**config.mk**
```make
export PLATFORM = sky130hd
export DESIGN_NAME = ifu_fetchgroup_queue_flat
export DESIGN_NICKNAME = d
export VERILOG_FILES = /design/src/rtl/ifu_fetchgroup_queue_if.sv /design/src/rtl/ifu_fetchgroup_queue.sv /design/src/flat_wrapper.sv
export SDC_FILE = /design/constraint.sdc
export NUM_CORES = 1
export LEC_CHECK = 0
export BUFFER_PORTS_ARGS = -buffer_cell sky130_fd_sc_hd__clkbuf_2
export CORE_UTILIZATION = 51
export DETAILED_ROUTE_END_ITERATION = 12
export PLACE_DENSITY = 0.86
export SLEW_MARGIN = 25
export SYNTH_ARGS = -nofsm -noshare
export SYNTH_HDL_FRONTEND = slang
export SYNTH_SLANG_ARGS = --single-unit
```
**constraint.sdc**
```tcl
create_clock -name clk_i -period 5.25 [get_ports clk_i]
set_input_delay 1.05 -clock clk_i [delete_from_list [all_inputs] [get_ports clk_i]]
set_output_delay 1.05 -clock clk_i [all_outputs]
set_load 0.05 [all_outputs]
```
**src/rtl/ifu_fetchgroup_queue_if.sv**
```systemverilog
// Pipeline interfaces used at the IFU/decode boundary.
//   pip_ifu_interface   : fetch group handed from IFU to decode
//   pip_flush_interface : pipeline-wide flush strobe

interface pip_ifu_interface #(
  parameter int XLEN = 32
);
  logic            valid;
  logic            ready;
  logic [127:0]    instr;
  logic [XLEN-1:0] grouppc;
  logic [3:0]      validword;

  modport master (output valid, output instr, output grouppc, output validword, input ready);
  modport slave  (input valid, input instr, input grouppc, input validword, output ready);
endinterface

interface pip_flush_interface;
  logic flush;

  modport master (output flush);
  modport slave  (input flush);
endinterface

```
**src/rtl/ifu_fetchgroup_queue.sv**
```systemverilog
// Fetch-group queue between the IFU and decode.
// Builds a 16-byte-aligned fetch group (group PC, four slots, contiguous
// valid-word mask) from each accepted fetch line and buffers DEPTH groups.
// The head group is held stable on the output until decode accepts it.

module ifu_fetchgroup_queue #(
  parameter int XLEN  = 32,
  parameter int DEPTH = 4
) (
  input  logic                     clk_i,
  input  logic                     arst_i,
  input  logic                     fetch_valid_i,
  output logic                     fetch_ready_o,
  input  logic [XLEN-1:0]          fetch_pc_i,
  input  logic [127:0]             fetch_line_i,
  input  logic                     fetch_taken_i,
  input  logic [1:0]               fetch_taken_slot_i,
  pip_ifu_interface.master         fetch_output,
  pip_flush_interface.slave        pip_flush_sif,
  output logic [$clog2(DEPTH):0]   count_o
);

  localparam int AW = $clog2(DEPTH);
  localparam int PW = AW + 1;

  // Pointers carry one extra wrap bit to tell full from empty.
  logic [PW-1:0]   r_wptr;
  logic [PW-1:0]   r_rptr;

  logic [127:0]    r_instr_mem [DEPTH];
  logic [XLEN-1:0] r_pc_mem    [DEPTH];
  logic [3:0]      r_vw_mem    [DEPTH];

  logic            w_full;
  logic            w_empty;
  logic            w_flush;
  logic            w_push;
  logic            w_pop;
  logic [1:0]      w_start;
  logic [1:0]      w_end_raw;
  logic [1:0]      w_end;
  logic [3:0]      w_validword;
  logic [XLEN-1:0] w_grouppc;
  logic [AW-1:0]   w_head_idx;
  logic            w_unused_pc_lsbs;

  // PC bits [1:0] are always zero for aligned instructions.
  assign w_unused_pc_lsbs = ^fetch_pc_i[1:0];

  assign w_flush = pip_flush_sif.flush;
  assign w_empty = (r_wptr == r_rptr);
  assign w_full  = (r_wptr[AW-1:0] == r_rptr[AW-1:0]) && (r_wptr[AW] != r_rptr[AW]);

  // A full queue refuses a push even if the head leaves in the same cycle.
  assign w_push  = fetch_valid_i & ~w_full & ~w_flush;
  assign w_pop   = ~w_empty & fetch_output.ready & ~w_flush;

  // Group range: first useful slot up to the taken branch (or slot 3),
  // clamped so that the mask never becomes empty.
  assign w_start   = fetch_pc_i[3:2];
  assign w_end_raw = fetch_taken_i ? fetch_taken_slot_i : 2'd3;
  assign w_end     = (w_end_raw < w_start) ? w_start : w_end_raw;
  assign w_grouppc = {fetch_pc_i[XLEN-1:4], 4'h0};

  for (genvar gi = 0; gi < 4; gi++) begin : g_mask
    assign w_validword[gi] = (2'(gi) >= w_start) && (2'(gi) <= w_end);
  end

  // Group storage; contents are only meaningful between the pointers.
  always_ff @(posedge clk_i) begin
    if (w_push) begin
      r_instr_mem[r_wptr[AW-1:0]] <= fetch_line_i;
      r_pc_mem[r_wptr[AW-1:0]]    <= w_grouppc;
      r_vw_mem[r_wptr[AW-1:0]]    <= w_validword;
    end
  end

  // Pointer update; flush discards any push or pop of the same cycle.
  always_ff @(posedge clk_i or posedge arst_i) begin
    if (arst_i) begin
      r_wptr <= '0;
      r_rptr <= '0;
    end else if (w_flush) begin
      r_wptr <= '0;
      r_rptr <= '0;
    end else begin
      if (w_push) r_wptr <= r_wptr + PW'(1);
      if (w_pop)  r_rptr <= r_rptr + PW'(1);
    end
  end

  assign w_head_idx = r_rptr[AW-1:0];

  // Outputs depend only on registered pointers and storage.
  assign fetch_ready_o          = ~w_full;
  assign fetch_output.valid     = ~w_empty;
  assign fetch_output.instr     = r_instr_mem[w_head_idx];
  assign fetch_output.grouppc   = r_pc_mem[w_head_idx];
  assign fetch_output.validword = w_empty ? 4'b0000 : r_vw_mem[w_head_idx];
  assign count_o                = r_wptr - r_rptr;

endmodule

```
**src/flat_wrapper.sv**
```systemverilog
// flat-port wrapper written by rule: the top's interface ports become plain ports
module ifu_fetchgroup_queue_flat 
#(
  parameter int XLEN  = 32,
  parameter int DEPTH = 4
)
  (clk_i, arst_i, fetch_valid_i, fetch_ready_o, fetch_pc_i, fetch_line_i, fetch_taken_i, fetch_taken_slot_i, count_o, fetch_output_valid, fetch_output_instr, fetch_output_grouppc, fetch_output_validword, fetch_output_ready, pip_flush_sif_flush);
  pip_ifu_interface #(.XLEN(XLEN)) fetch_output_i ();
  pip_flush_interface pip_flush_sif_i ();
  input  logic clk_i;
  input  logic arst_i;
  input  logic fetch_valid_i;
  output logic fetch_ready_o;
  input  logic [XLEN-1:0] fetch_pc_i;
  input  logic [127:0] fetch_line_i;
  input  logic fetch_taken_i;
  input  logic [1:0] fetch_taken_slot_i;
  output logic [$clog2(DEPTH):0] count_o;
  output wire logic [$bits(fetch_output_i.valid)-1:0] fetch_output_valid;
  output wire logic [$bits(fetch_output_i.instr)-1:0] fetch_output_instr;
  output wire logic [$bits(fetch_output_i.grouppc)-1:0] fetch_output_grouppc;
  output wire logic [$bits(fetch_output_i.validword)-1:0] fetch_output_validword;
  input wire logic [$bits(fetch_output_i.ready)-1:0] fetch_output_ready;
  input wire logic [$bits(pip_flush_sif_i.flush)-1:0] pip_flush_sif_flush;
  assign fetch_output_valid = fetch_output_i.valid;
  assign fetch_output_instr = fetch_output_i.instr;
  assign fetch_output_grouppc = fetch_output_i.grouppc;
  assign fetch_output_validword = fetch_output_i.validword;
  assign fetch_output_i.ready = fetch_output_ready;
  assign pip_flush_sif_i.flush = pip_flush_sif_flush;
  ifu_fetchgroup_queue #(.XLEN(XLEN), .DEPTH(DEPTH)) u_core (.clk_i(clk_i), .arst_i(arst_i), .fetch_valid_i(fetch_valid_i), .fetch_ready_o(fetch_ready_o), .fetch_pc_i(fetch_pc_i), .fetch_line_i(fetch_line_i), .fetch_taken_i(fetch_taken_i), .fetch_taken_slot_i(fetch_taken_slot_i), .fetch_output(fetch_output_i), .pip_flush_sif(pip_flush_sif_i), .count_o(count_o));
endmodule
```
Yosys cells after proc, flatten, opt, wreduce, memory -nomap -nowiden
Memories as Yosys holds them, arrays and structs flattened.
Cells that the tools add are included.

storage, ports and cells
  register bits after elaboration = 6
  RAM bits = 640
  input bits = 168
  output and inout port bits = 169
  word-level logic and storage cells = 43
  memories kept = 3

operators by class
  $add $sub $neg = 3
  magnitude comparators = 9
  eq/ne operators = 3
  multiplexer cells = 9
  bitwise gates (word level) = 7
  reduce and logical (&&, ||, !) cells = 7

memory list
  memory              words  width  rd ports  clocked after memory_dff  write ports  line                        text
  u_core.r_instr_mem  4      128    1         0                         1            ifu_fetchgroup_queue.sv:30  logic [127:0] r_instr_mem [DEPTH];
  u_core.r_pc_mem     4      28     1         0                         1            ifu_fetchgroup_queue.sv:31  logic [XLEN-1:0] r_pc_mem [DEPTH];
  u_core.r_vw_mem     4      4      1         0                         1            ifu_fetchgroup_queue.sv:32  logic [3:0] r_vw_mem [DEPTH];

operators by type and width
  cell                 count
  $mux 3               4
  $add 3x1->3 const B  2
  $logic_and 1x1->1    5
  $and 1x1->1          4
  $ge 1x2->1 const A   2
  $ge 2x2->1 const A   2
  $le 1x2->1 const A   2
  $le 2x2->1 const A   2
  $mux 2               2
  $mux 4               1
  $reduce_bool 2->1    2
  $eq 3x3->1           1
  $not 1->1            3
  $sub 3x3->3          1
  $eq 2x2->1           1
  $lt 2x2->1           1
  $mux 1               2
  $ne 1x1->1           1

Depth between registers and ports, before layout
  depth in word-level cells = 7
  depth in mapped cells = 7
  gate-level depth less buffers = 5

Worst setup path after synthesis
OpenSTA, ideal clock, no wires.

  kind = register -> register
  from = register u_core.r_rptr[1]
  to = memory u_core.r_instr_mem[3][0] (enable)
  library setup time = 0.540 ns
  arrival = 5.488 ns
  slack = -0.778 ns
  cell stages (with the launch flop) = 8
  path buffers = 2
  cells stage by stage = dfrtp_1 buf_2 buf_2 inv_1 ha_1 nand2_1 or2_2 and3_1

on the way
  longest elaborated chain between the ends = 7

RTL lines
  what                          line                        text
  start, declared               ifu_fetchgroup_queue.sv:28  logic [PW-1:0] r_rptr;
  start signal, assigned        ifu_fetchgroup_queue.sv:88  if (w_pop) r_rptr <= r_rptr + PW'(1);
  $eq 2x2->1                    ifu_fetchgroup_queue.sv:52  assign w_full = (r_wptr[AW-1:0] == r_rptr[AW-1:0]) && (r_wptr[AW] != r_rptr[AW]);
  $logic_and 1x1->1             ifu_fetchgroup_queue.sv:52
  $not 1->1                     n/a
  named net fetch_ready_o       flat_wrapper.sv:13          output logic fetch_ready_o;
  $and 1x1->1 (2 in a row)      ifu_fetchgroup_queue.sv:55  assign w_push = fetch_valid_i & ~w_full & ~w_flush;
  $mux 1                        ifu_fetchgroup_queue.sv:71  if (w_push) begin
  $mux 1 (implied by the code)  ifu_fetchgroup_queue.sv:72  r_instr_mem[r_wptr[AW-1:0]] <= fetch_line_i;
  end, declared                 ifu_fetchgroup_queue.sv:30

The timed path passes the listed nets, and every way through them passes these cells.

Worst setup path after layout
  from = register u_core.r_rptr[0]
  to = output port fetch_output_grouppc[23]

on the way
  longest elaborated chain between the ends = 1

RTL lines
  what           line                text
  $mem_v2 4x28   n/a
  end, declared  flat_wrapper.sv:21  output wire logic [$bits(fetch_output_i.grouppc)-1:0] fetch_output_grouppc;

No other way between the ends.

==> flow_summary.json <==
{
  "die_w_um": 218,
  "drv_cap": 0,
  "routabilityCongestion": 0.742,
  "fin_setup_tns_ns": 0,
  "die_y_um": 218,
  "setup_viol": 0,
  "htreeDepth": 3,
  "fin_crit_sh_pct": 75.6,
  "max-vdd-ir-drop_uv": 419,
  "port_buffers": 330,
  "hold_viol": 0,
  "power_density_mw_per_mm2": 605,
  "root_buffer": "clkbuf_16",
  "core_area_mm2": 0.0457,
  "drt_first_pass_iters": 5,
  "p_leak_nw": 9.56,
  "fmax_ghz": 0.252,
  "drc": 0,
  "grt_pass1_wl_mm": 69.6,
  "worstSetupPathType": "reg2out",
  "fin_util_pct": 62.2,
  "via_per_inst": 5.63,
  "clk_latency_ns": 0.58,
  "netlist_area_mm2": 0.0238,
  "start_util_pct": 52.1,
  "drt_wl_total_mm": 46.5,
  "maxSlewViolCount": 0,
  "overflow": 0,
  "post_cts_buffers": 0,
  "fin_skew_ns": 0.0177,
  "yosysTopAreaCell": "edfxtp_1",
  "io-pin-count": 337,
  "worstPathArrival_ns": 2.92,
  "worstSetupEndpointType": "primary output",
  "grt_start_max_net_pins": 105,
  "drive_gt1_share_pct": 45.5,
  "postRouteAntennaNets": 0,
  "place_hpwl_mm": 26.9,
  "antenna_found_initial": 7,
  "nets": 1477,
  "slew_headroom_pct": 33.1,
  "drtIter0Drc": 904,
  "rsz0062_at_grt": "false",
  "required_ns": 4.20,
  "post_cts_resized": 0,
  "cts_buffers": 67,
  "postCtsHoldBufs": 0,
  "ys_seq_area_share_pct": 81.4,
  "area_delta_synth_final_pct": 19.4,
  "synth_top_area_share_pct": 80.8,
  "run_status": "finished, final reports clean",
  "synth_area_leaders": "edfxtp_1 81%, mux4_2 15%, dfrtp_1 0.63%",
  "vias": 11023,
  "grt_pass1_vias": 11666,
  "wl_per_cell_um": 23.8,
  "grt_usage_pct": 19.9,
  "rows": 78,
  "syn_inst": 925,
  "ys_types": 40,
  "hp-class": "in2async",
  "path_max_fanout": 40,
  "fin_crit_ns": 3.97,
  "cts_tree": "built",
  "syn_area_per_cell_um2": 25.7,
  "yosysWarnings": 0,
  "fillers": 3043,
  "start_kind": "register",
  "cts_buffer_depth": 3,
  "ys_ff_latch": 646,
  "die-area_mm2": 0.0475,
  "clkSinkCount": 646,
  "cts.clk_slew.worst_paths_ns": 0.06,
  "worst-slew-pin-transition_ns": 1.00
}
cells in the final DEF, fill, tap and decap left out, drive strengths merged, types with 7 or more instances in the layout:
cell    Yosys  final
inv        11     13
clkbuf      3    408
ha          9      9
mux4      160    160
edfxtp    640    640
bufinv      0      7
clkinv      0     34
nor2b       7      7
buf        39     14
synth_stat cells:
| master | n |
|---|---|
| a21oi_1 | 2 |
| a2bb2oi_1 | 1 |
| a31oi_1 | 4 |
| and3_1 | 4 |
| and3_2 | 1 |
| buf_1 | 5 |
| buf_2 | 20 |
| buf_4 | 5 |
| buf_6 | 9 |
| clkbuf_1 | 1 |
| clkbuf_2 | 1 |
| clkbuf_8 | 1 |
| conb_1 | 1 |
| dfrtp_1 | 6 |
| edfxtp_1 | 640 |
| fa_1 | 1 |
| ha_1 | 9 |
| inv_1 | 11 |
| mux2_2 | 1 |
| mux4_2 | 160 |
| nand2_1 | 4 |
| nand2b_1 | 1 |
| nand3_1 | 3 |
| nand3b_1 | 1 |
| nand4_1 | 2 |
| nand4b_1 | 4 |
| nor2_1 | 6 |
| nor2b_1 | 7 |
| nor3_1 | 1 |
| nor3b_1 | 2 |
| o2111a_1 | 1 |
| o211ai_1 | 1 |
| o311ai_0 | 1 |
| or2_2 | 1 |
| or3_1 | 1 |
| or3_2 | 1 |
| or3b_2 | 1 |
| or4_1 | 2 |
| xnor2_1 | 1 |
| xnor2_2 | 1 |
kinds of logic (layout without fill, tap and decap cells):
family / Yosys count / after routing / synth area share, %
compound gates: 10 / 10 / 0.300
xor+xnor: 2 / 2 / 0.105
fa+ha+maj: 10 / 10 / 0.557
buf+inv: 53 / 477 / 1.35
flops: 646 / 646 / 81.4
mux: 161 / 161 / 15.2
other cells: 1 / 10 / 0.0158
simple gates: 42 / 42 / 1.07
registers in the layout, indices dropped and copies added (netlist names):
signal              cells
u_core.r_wptr           3
u_core.r_vw_mem        16
u_core.r_instr_mem    512
u_core.r_pc_mem       112
u_core.r_rptr           3
area by class of cell:
type / count / area, µm² / area share (%)
Inverter: 11 / 41.3 / 0.145
Antenna cell: 6 / 15.0 / 0.0529
Tap cell: 600 / 751 / 2.64
Sequential cell: 646 / 19400 / 68.2
Clock inverter: 44 / 393 / 1.38
Clock buffer: 78 / 1850 / 6.50
Timing Repair Buffer: 344 / 1840 / 6.49
Multi-Input combinational cell: 229 / 4130 / 14.6
metal layers:
layer | up-vias | track usage, % | wire length [µm]
met3 | 96 | 5.93 | 3530
met1 | 5754 | 24.2 | 17100
met5 | - | 0 | 24
li1 | 4745 | - | -
met4 | 4 | 8.39 | 1390
met2 | 424 | 33.2 | 24500
final timing paths:
path	from	to	slack (ns)	cells after the start
max	u_core.r_rptr[0]$_DFFE_PP0P_	fetch_output_grouppc[23]	1.28	3
min	arst_i	u_core.r_wptr[0]$_DFFE_PP0P_	0.36	2
max reg2reg	u_core.r_rptr[0]$_DFFE_PP0P_	u_core.r_instr_mem[0][46]$_DFFE_PP_	1.87	5
min reg2reg	u_core.r_rptr[2]$_DFFE_PP0P_	u_core.r_rptr[2]$_DFFE_PP0P_	0.66	2
max in group asynchronous	arst_i	u_core.r_rptr[0]$_DFFE_PP0P_	4.65	2
min in group clk_i	u_core.r_rptr[2]$_DFFE_PP0P_	u_core.r_rptr[2]$_DFFE_PP0P_	0.66	2
power breakdown:
part           switching, mW  internal [mW]  leakage (nW)
sequential             0.193           6.17          5.89
combinational           4.34           1.76          2.57
clock                   1.86           2.86          1.11
total                   6.40           10.8          9.56
per-stage QoR:
| step | cells | power, mW | instance area, µm² | worst slack [ns] | hold slack [ns] |
|---|---|---|---|---|---|
| 6_report | 1958 | 17.2 | 28400 | 1.28 | 0.364 |
| 5_1_grt | 1957 | 17.8 | 28400 | 1.04 | 0.359 |
| 4_1_cts | 1952 | 17.4 | 28400 | 1.12 | 0.332 |
| 3_5_place_dp | 1830 | 12.6 | 26100 | 1.77 | 0.640 |
| 3_3_place_gp | 1830 | 12.5 | 26100 | 1.77 | 0.610 |
| 2_1_floorplan | 928 | 11.3 | 23800 | 1.09 | 0.579 |
critical path, stage by stage, from the launching register on:
cell	delay (ns)
dfrtp_4	0.96
buf_4	0.52
mux4_2	0.58
clkbuf_2	0.26
(Power assumes the default switching activity.)
